### config.mk
export PLATFORM = sky130hd
export DESIGN_NAME = cp0_reg
export DESIGN_NICKNAME = d
export VERILOG_FILES = /design/src/rtl/cp0_reg.sv
export SDC_FILE = /design/constraint.sdc
export NUM_CORES = 1
export LEC_CHECK = 0
export CAP_MARGIN = 40
export CORE_MARGIN = 4
export CORE_UTILIZATION = 41
export CTS_CLUSTER_DIAMETER = 100
export DETAILED_ROUTE_END_ITERATION = 6
export PLACE_DENSITY = 0.82
export SLEW_MARGIN = 20
export SYNTH_ARGS = -nofsm -noshare
export SYNTH_HDL_FRONTEND = slang
export SYNTH_SLANG_ARGS = --single-unit
export TNS_END_PERCENT = 1
### constraint.sdc
create_clock -name clk -period 2.3 [get_ports clk]
set_input_delay 0.345 -clock clk [delete_from_list [all_inputs] [get_ports clk]]
set_output_delay 0.345 -clock clk [all_outputs]
set_load 0.005 [all_outputs]
### src/rtl/cp0_reg.sv
// cp0_reg: CP0 register file (Count, Compare, Status, Cause, EPC, PRId, Config).
// Define CP0_TIMER_INT_EN to implement Compare and the sticky timer interrupt.
module cp0_reg #(
    parameter int INT_WIDTH = 6
) (
    input  logic                 clk,
    input  logic                 rst,
    input  logic                 we_i,
    input  logic [4:0]           waddr_i,
    input  logic [31:0]          wdata_i,
    input  logic [4:0]           raddr_i,
    input  logic [INT_WIDTH-1:0] int_i,
    output logic [31:0]          data_o,
    output logic [31:0]          count_o,
    output logic [31:0]          compare_o,
    output logic [31:0]          status_o,
    output logic [31:0]          cause_o,
    output logic [31:0]          epc_o,
    output logic [31:0]          config_o,
    output logic [31:0]          prid_o,
    output logic                 timer_int_o
);

    localparam logic [4:0] A_COUNT   = 5'd9;
    localparam logic [4:0] A_COMPARE = 5'd11;
    localparam logic [4:0] A_STATUS  = 5'd12;
    localparam logic [4:0] A_CAUSE   = 5'd13;
    localparam logic [4:0] A_EPC     = 5'd14;
    localparam logic [4:0] A_PRID    = 5'd15;
    localparam logic [4:0] A_CONFIG  = 5'd16;

    localparam logic [31:0] PRID_VAL   = 32'h004C_0102;
    localparam logic [31:0] CONFIG_VAL = 32'h0000_8000;
    localparam logic [31:0] STATUS_RST = 32'h1000_0000;

    logic [31:0] r_count;
    logic [31:0] r_status;
    logic [31:0] r_epc;
    logic [1:0]  r_cause_ivwp;
    logic [1:0]  r_cause_ip;
    logic [5:0]  r_cause_hw;
    logic [5:0]  w_int;

    assign w_int = 6'(int_i);

    always_ff @(posedge clk or negedge rst) begin
        if (!rst) begin
            r_count      <= '0;
            r_status     <= STATUS_RST;
            r_epc        <= '0;
            r_cause_ivwp <= '0;
            r_cause_ip   <= '0;
            r_cause_hw   <= '0;
        end else begin
            r_cause_hw <= w_int;
            // a Count write replaces this cycle's increment
            if (we_i && waddr_i == A_COUNT)
                r_count <= wdata_i;
            else
                r_count <= r_count + 32'd1;
            if (we_i && waddr_i == A_STATUS)
                r_status <= wdata_i;
            if (we_i && waddr_i == A_EPC)
                r_epc <= wdata_i;
            if (we_i && waddr_i == A_CAUSE) begin
                r_cause_ivwp <= wdata_i[23:22];
                r_cause_ip   <= wdata_i[9:8];
            end
        end
    end

`ifdef CP0_TIMER_INT_EN
    logic [31:0] r_compare;
    logic        r_timer_int;
    logic        w_match;

    assign w_match = (r_compare != '0) && (r_count == r_compare);

    always_ff @(posedge clk or negedge rst) begin
        if (!rst) begin
            r_compare   <= '0;
            r_timer_int <= 1'b0;
        end else if (we_i && waddr_i == A_COMPARE) begin
            r_compare   <= wdata_i;
            r_timer_int <= 1'b0;
        end else if (w_match) begin
            r_timer_int <= 1'b1;
        end
    end

    assign compare_o   = r_compare;
    assign timer_int_o = r_timer_int;
`else
    assign compare_o   = '0;
    assign timer_int_o = 1'b0;
`endif

    assign count_o  = r_count;
    assign status_o = r_status;
    assign epc_o    = r_epc;
    assign prid_o   = PRID_VAL;
    assign config_o = CONFIG_VAL;
    assign cause_o  = {8'h00, r_cause_ivwp, 6'h00,
                       r_cause_hw, r_cause_ip, 8'h00};

    always_comb begin
        data_o = '0;
        case (raddr_i)
            A_COUNT:   data_o = count_o;
            A_COMPARE: data_o = compare_o;
            A_STATUS:  data_o = status_o;
            A_CAUSE:   data_o = cause_o;
            A_EPC:     data_o = epc_o;
            A_PRID:    data_o = prid_o;
            A_CONFIG:  data_o = config_o;
            default:   data_o = '0;
        endcase
    end

endmodule

Word level (Yosys, flattened, before mapping)
Cells that the tools add are included. Widths: inputs -> output; s select.

Multiplexer cells: 2. Reductions and logical operators: 4. Add/sub/neg operators: 1. Eq/ne operators: 10.

Operator list (count): $pmux 32 s6 (1); $eq 5x4->1 const B (9); $add 32x1->32 const B (1); $mux 32 (1); $eq 5x5->1 const B (1); $logic_and 1x1->1 (4).

Word-level logic and storage cells: 23. Register bits after elaboration: 106.

Depth between registers and ports, before layout
Gate-level depths: netlist of run 1.

Depth after elaboration: 3. Depth in mapped cells: 6. Depth with buffers taken out: 5.

Least setup slack after synthesis of run 1
Ideal clock, no wire load.

Path type: input-to-output. From: in raddr_i[4]. To: out data_o[18]. Cell stages on the path: 5. Slack: 527 ps. Buffers on the path: 1. Arrival: 1428 ps. Cell sequence: nand2b_1 nor4b_2 clkbuf_1 a22oi_1 nand3_1.

Word-level cells in the longest chain between the ends: 2. Elaborated cells between the ends (all ways): 7. Classes of those cells: eq/ne: 6; mux: 1.

Ends and longest elaborated chain: start: declaration (line 11) `input logic [4:0] raddr_i,`; $eq 5x5->1 / $eq 5x4->1 (equally long branches) (line 108) `case (raddr_i)`; $pmux 32 s6 * (line 108); end: declaration (line 13) `output logic [31:0] data_o,`.

Mark *: on every way between the ends. The rest lies on a longest branch, timed or not.

Worst setup path after layout of run 1
From: in raddr_i[4]. To: out data_o[1].

Same word-level chain as after synthesis.

==> impl_metrics.env, run 1 <==
export IMPL_status="complete, no violations"
export IMPL_finClkSkew_ps=11.2
export IMPL_synth_mux_area_share_pct=12.7
export IMPL_syn_area_um2=6010
export IMPL_cts_buffer_depth=2
export IMPL_crit_type="in -> out"
export IMPL_io_buffer_count=188
export IMPL_grt_ovfl_total=0
export IMPL_fmax_mhz=466
export IMPL_worst_pin_slew_ps=527
export IMPL_syn_instance_count=577
export IMPL_final_setup_worst_slack_ps=153
export IMPL_drc=0
export IMPL_n_antenna_cell=0
export IMPL_routabilityCongestion=0.795
export IMPL_power_density_nw_per_um2=770
export IMPL_rows=43
export IMPL_combPwrFrac_pct=33.8
export IMPL_min_path_type="in -> reg"
export IMPL_pre_cts_ws_ps=-372
export IMPL_switchingPower_uw=2040
export IMPL_synth_compound_area_share_pct=10.2
export IMPL_setup_viol=0
export IMPL_antenna_found_initial=0
export IMPL_syn_avg_cell_area_um2=10.4
export IMPL_start_kind="input port"
export IMPL_finalHoldViolations=0
export IMPL_synth_main_ff_cell="dfrtp_1"
export IMPL_crit_buf_inv=4
export IMPL_path_clk_slew_ps=70
export IMPL_h_tree_depth=3
export IMPL_cts_sinks=106
export IMPL_crit_fanout=10
export IMPL_p_int_uw=4380
export IMPL_p_sw_share_pct=31.8
export IMPL_drive_gt1_share_pct=18.1
export IMPL_final_cell_area_um2=8330
export IMPL_nets=844
export IMPL_rsz0062_at_grt="false"
export IMPL_crit_path_end_kind="output port"
export IMPL_ys_ff_latch=106
export IMPL_first_pass_iters=6
export IMPL_tns_ps=0
export IMPL_via_per_inst=5.11
export IMPL_synth_most_common_cell="buf_4"
export IMPL_synth_seq_area_share_pct=44.1
export IMPL_root_buffer="clkbuf_16"
export IMPL_finalCriticalPeriod_ps=2150
export IMPL_pwr_share_clk_pct=22.7
export IMPL_ant_nets=0
export IMPL_relSlewSlack_pct=64.9
export IMPL_initial_core_util_pct=42.7
export IMPL_synth_simple_gate_area_share_pct=12.3
export IMPL_ys_types=40
export IMPL_vias=4997
export IMPL_min_period_over_period_pct=93.3
export IMPL_crit_path_top_delay_cell="nor4b_4"
export IMPL_required_ps=1960
export IMPL_clkLatencyLatePin_ps=350
export IMPL_die_h_um=129
export IMPL_power_frac_seq_pct=43.5
export IMPL_yosys_warnings=0
export IMPL_cts_made_buffers=9
export IMPL_cp_slowest_stage_delay_ps=270
export IMPL_cts_tree="done"
export IMPL_dieWidth_um=129
export IMPL_synth_largest_area_cell="dfrtp_1"
export IMPL_dieArea_um2=16700
export IMPL_path_common_cell="dlygate4sd2_1"
export IMPL_dp_hpwl_mm=13.5
export IMPL_synth_xor_area_share_pct=2.04
export IMPL_drt_wirelength_per_cell_um=19.0
export IMPL_grt_pass1_vias=5029
export IMPL_async_reset_ff_share_pct=100
export IMPL_vdd_drop_max_v=0.000440
export IMPL_synth_top_family_by_area="buffers and inverters"
export IMPL_path_delay_family="buffers and inverters"
export IMPL_core_um2=14100
export IMPL_finalMaxSlewViolations=0
export IMPL_crit_chain="dlygate4sd2_1, nand2b_4, nor4b_4, buf_4, buf_12, a22oi_1, nand3_1, dlygate4sd2_1"
export IMPL_place_area_um2=7930
export IMPL_fin_util_pct=59.1
export IMPL_hold_ws_ps=427
export IMPL_grt_pass1_wl_mm=27.8
export IMPL_synth_edf_count=0
export IMPL_synth_top_area_share_pct=43.7
export IMPL_synthToLayoutAreaGrowth_pct=38.5
export IMPL_drt_total_wl_mm=18.5
export IMPL_synth_fa_ha_area_share_pct=0.208
export IMPL_p_leak_uw=0.00392
export IMPL_pin_count=308
export IMPL_grt_max_degree=45
export IMPL_grt_usage_pct=21.5
export IMPL_drv_cap=0
export IMPL_crit_arrival_ps=1800
export IMPL_ys_top_cells_by_count="buf_4, dfrtp_1, mux2_2"
export IMPL_ys_top_cells_by_area="dfrtp_1, buf_4, mux2_2"
export IMPL_drtIter0Drc=363
-- layout make-up --
class / instances / area (um^2)
inverters: 21 / 78.8
multi-input cells: 421 / 2760
clock inverters: 5 / 37.5
clock buffers: 11 / 243
flip-flops and latches: 106 / 2650
fillers: 1191 / 5770
repair buffers: 233 / 2330
well taps: 180 / 225
-- state kept, by name, indices dropped and copies added (netlist names) --
register	flops
count_o	32
epc_o	32
r_cause_hw	6
r_cause_ip	2
r_cause_ivwp	2
status_o	32
-- stage by stage --
stage	instances	power, uW
floorplan	694	3610
global placement	954	4910
detailed placement	954	4960
CTS	978	6460
global route	977	6780
finish	977	6410
-- per-layer routing --
layer	track usage, %	share of wire (%)	vias to the layer above
li1	-	-	2268
met2	37.2	51	254
met4	6.05	1.3	0
met5	0	0	-
met1	27.0	39	2452
met3	5.28	8.4	23
-- power by group through the flow --
stage	Clock, uW	Sequential [uW]	Combinational, uW
2_1_floorplan	0	2770	840
3_3_place_gp	0	2790	2120
3_5_place_dp	0	2800	2160
4_1_cts	1500	2780	2180
5_1_grt	1560	2860	2360
6_report	1460	2790	2170
-- layout by cell type, fill, tap and decap left out, types with 9 or more instances in the layout --
cell and n:
dfrtp_1 105, a222oi_1 21, nor2_1 17, nand3_1 22, buf_4 30, o21ai_0 20, clkbuf_16 9, nand2_1 42
clkdlybuf4s50_1 150, or4_1 11, dlygate4sd2_1 27, conb_1 119, a22oi_1 18, mux2_2 68, a31oi_1 13, inv_1 21
-- repair_timing --
item / 4_1_cts / 5_1_grt
setup endpoints to repair: 32 / 6
gates resized for setup: 62 / 6
gates cloned: 3 / 0
setup buffers: 4 / 0
hold buffers: 1 / 0
pin swaps: 4 / 0
endpoints found under the hold margin: 38 / 0
-- path summary, 6_finish.rpt --
path                         startpoint            end  slack, ps  cells after the start
max                          raddr_i[4]      data_o[1]        150                      8
min                            int_i[0]  r_cause_hw[0]        430                      1
max reg2reg                  count_o[1]    count_o[20]        220                      5
min reg2reg                status_o[27]   status_o[27]        540                      1
max in group asynchronous           rst      epc_o[23]       1060                      3
min in group asynchronous           rst   status_o[10]        500                      2
-- cells by family after synthesis --
logic type,after synthesis
muxes,68
other,2
and+or+nand+nor,135
adders and majority gates,1
AOI/OAI and AO/OA,84
xor gates and xnor gates,14
buffers and inverters,167
DFF,106
No activity file was read; power rests on OpenSTA's default activity.
==> run 2, diff against run 1 <==
- CORE_ASPECT_RATIO: not set -> 1.4
- REMOVE_ABC_BUFFERS: not set -> 1
==> impl_metrics.env, run 2 (synthesized netlist as in run 1, its figures left out) <==
export IMPL_cp_startpoint="raddr_i[1]"
export IMPL_finClkSkew_ps=10.2
export IMPL_required_ps=1960
export IMPL_via_per_inst=5.16
export IMPL_pwr_share_clk_pct=24.6
export IMPL_finalCriticalPeriod_ps=2240
export IMPL_antenna_found_initial=0
export IMPL_crit_path_end_kind="output port"
export IMPL_drtIter0Drc=328
export IMPL_nets=850
export IMPL_crit_arrival_ps=1900
export IMPL_power_frac_seq_pct=42.6
export IMPL_most_common_layout_cells="clkdlybuf4s50_1, conb_1, dfrtp_1, mux2_2, nand2_1"
export IMPL_grt_max_degree=59
export IMPL_fin_util_pct=59.1
export IMPL_io_buffer_count=188
export IMPL_ant_nets=0
export IMPL_r2r_setup_slack_ps=150
export IMPL_vias=5116
export IMPL_drc=0
export IMPL_root_buffer="clkbuf_16"
export IMPL_initial_core_util_pct=41.6
export IMPL_status="complete, no violations"
export IMPL_n_antenna_cell=0
export IMPL_first_pass_iters=7
export IMPL_worst_r2r_path_depth=5
export IMPL_grt_pass1_wl_mm=27.8
export IMPL_top_usage_layer="met2"
export IMPL_grt_usage_pct=22.3
export IMPL_cp_endpoint="data_o[15]"
export IMPL_cts_sinks=106
export IMPL_drt_total_wl_mm=19.0
export IMPL_rsz0062_at_grt="true"
export IMPL_dp_hpwl_mm=12.7
export IMPL_use_met3_pct=5.16
export IMPL_finalMaxSlewViolations=0
export IMPL_worstHoldStart="int_i[1]"
export IMPL_total_power_uw=6530
export IMPL_relSlewSlack_pct=60.7
export IMPL_p_sw_share_pct=30.7
export IMPL_whs_path_depth=1
export IMPL_dieArea_um2=16700
export IMPL_crit_type="in -> out"
export IMPL_routabilityCongestion=0.767
export IMPL_drive_gt1_share_pct=19.3
export IMPL_drv_cap=0
export IMPL_layout_cells_non_filler=992
export IMPL_fmax_mhz=446
export IMPL_switchingPower_uw=2000
export IMPL_reg2reg_to="count_o[22]"
export IMPL_grt_use_met2_pct=40.6
export IMPL_p_leak_uw=0.00392
export IMPL_h_tree_depth=3
export IMPL_layout_commonest_cell="clkdlybuf4s50_1"
export IMPL_setup_viol=0
export IMPL_pin_count=308
export IMPL_rows=52
export IMPL_tns_ps=0
export IMPL_die_h_um=151
export IMPL_grt_pass1_vias=5035
export IMPL_vdd_drop_max_v=0.000411
export IMPL_finalHoldViolations=0
export IMPL_cts_tree="done"
export IMPL_grt_ovfl_total=0
export IMPL_synthToLayoutAreaGrowth_pct=42.1
export IMPL_timing_rr_start="count_o[0]"
export IMPL_combPwrFrac_pct=32.8
export IMPL_worst_pin_slew_ps=587
export IMPL_dieWidth_um=110
export IMPL_pre_cts_ws_ps=-342
export IMPL_crit_fanout=8
export IMPL_use_met1_pct=24.4
export IMPL_cts_buffer_depth=2
export IMPL_p_int_uw=4530
export IMPL_cts_made_buffers=9
export IMPL_path_clk_slew_ps=70
export IMPL_start_kind="input port"
export IMPL_power_density_nw_per_um2=764
export IMPL_dp_cells=956
export IMPL_drt_wirelength_per_cell_um=19.2
export IMPL_min_period_over_period_pct=97.5
export IMPL_clkLatencyLatePin_ps=340
export IMPL_final_setup_worst_slack_ps=56.9
export IMPL_core_um2=14400
export IMPL_min_path_type="in -> reg"
[run 2: changes by cell type in the layout (fill, tap and decap cells not counted), moves of 2 or more]
cell / delta
dlymetal6s2s_1: -6
buf_12: +4
buf_16: +4
clkbuf_2: +4
clkdlybuf4s15_1: +4
buf_8: -3
clkinvlp_4: -2
inv_6: +2
[run 2: per-stage QoR]
step           hold WS [ps]  cell area (um^2)
2_1_floorplan          49.4              5430
3_3_place_gp            265              7910
3_5_place_dp            264              7910
4_1_cts                 431              8530
5_1_grt                 434              8540
6_report                444              8540
[run 2: final cells by class]
| type | instances | area [um^2] |
|---|---|---|
| inverters | 21 | 78.8 |
| well taps | 189 | 236 |
| fillers | 1201 | 5900 |
| clock buffers | 12 | 256 |
| multi-input cells | 421 | 2770 |
| repair buffers | 239 | 2490 |
| clock inverters | 4 | 56.3 |
| flip-flops and latches | 106 | 2650 |
[run 2: worst min path at each step]
stage	to	slack, ps
2_1_floorplan	count_o[0]	50
3_3_place_gp	status_o[20]	270
3_5_place_dp	status_o[20]	260
4_1_cts	r_cause_hw[1]	430
5_1_grt	r_cause_hw[5]	430
6_report	r_cause_hw[1]	440
[run 2: power by group through the flow]
stage	sequential, uW	combinational, uW	clock [uW]
floorplan	2780	662	0
global placement	2790	2090	0
detailed placement	2810	2130	0
CTS	2780	2160	1650
global route	2840	2350	1720
finish	2780	2140	1610
[run 2: critical path, stage by stage]
cell             delay [ps]
clkdlybuf4s15_2         210
buf_4                   160
nor4b_4                 300
buf_6                   150
buf_12                  100
buf_12                   90
buf_16                  130
a22oi_1                 100
nand3_1                  80
dlygate4sd2_1           230
[run 2: repair_timing]
item,4_1_cts,5_1_grt
pin swaps,7,6
gates cloned,7,0
hold buffers,1,0
resized for setup,61,13
setup buffers,10,2
endpoints found under the setup margin,32,8
hold endpoints to repair,21,0
[run 2: metal layers]
layer / vias to the layer above / wire [um]
li1: 2289 / -
met1: 2501 / 6540
met2: 282 / 10100
met3: 44 / 1730
met4: 0 / 678
met5: - / 0
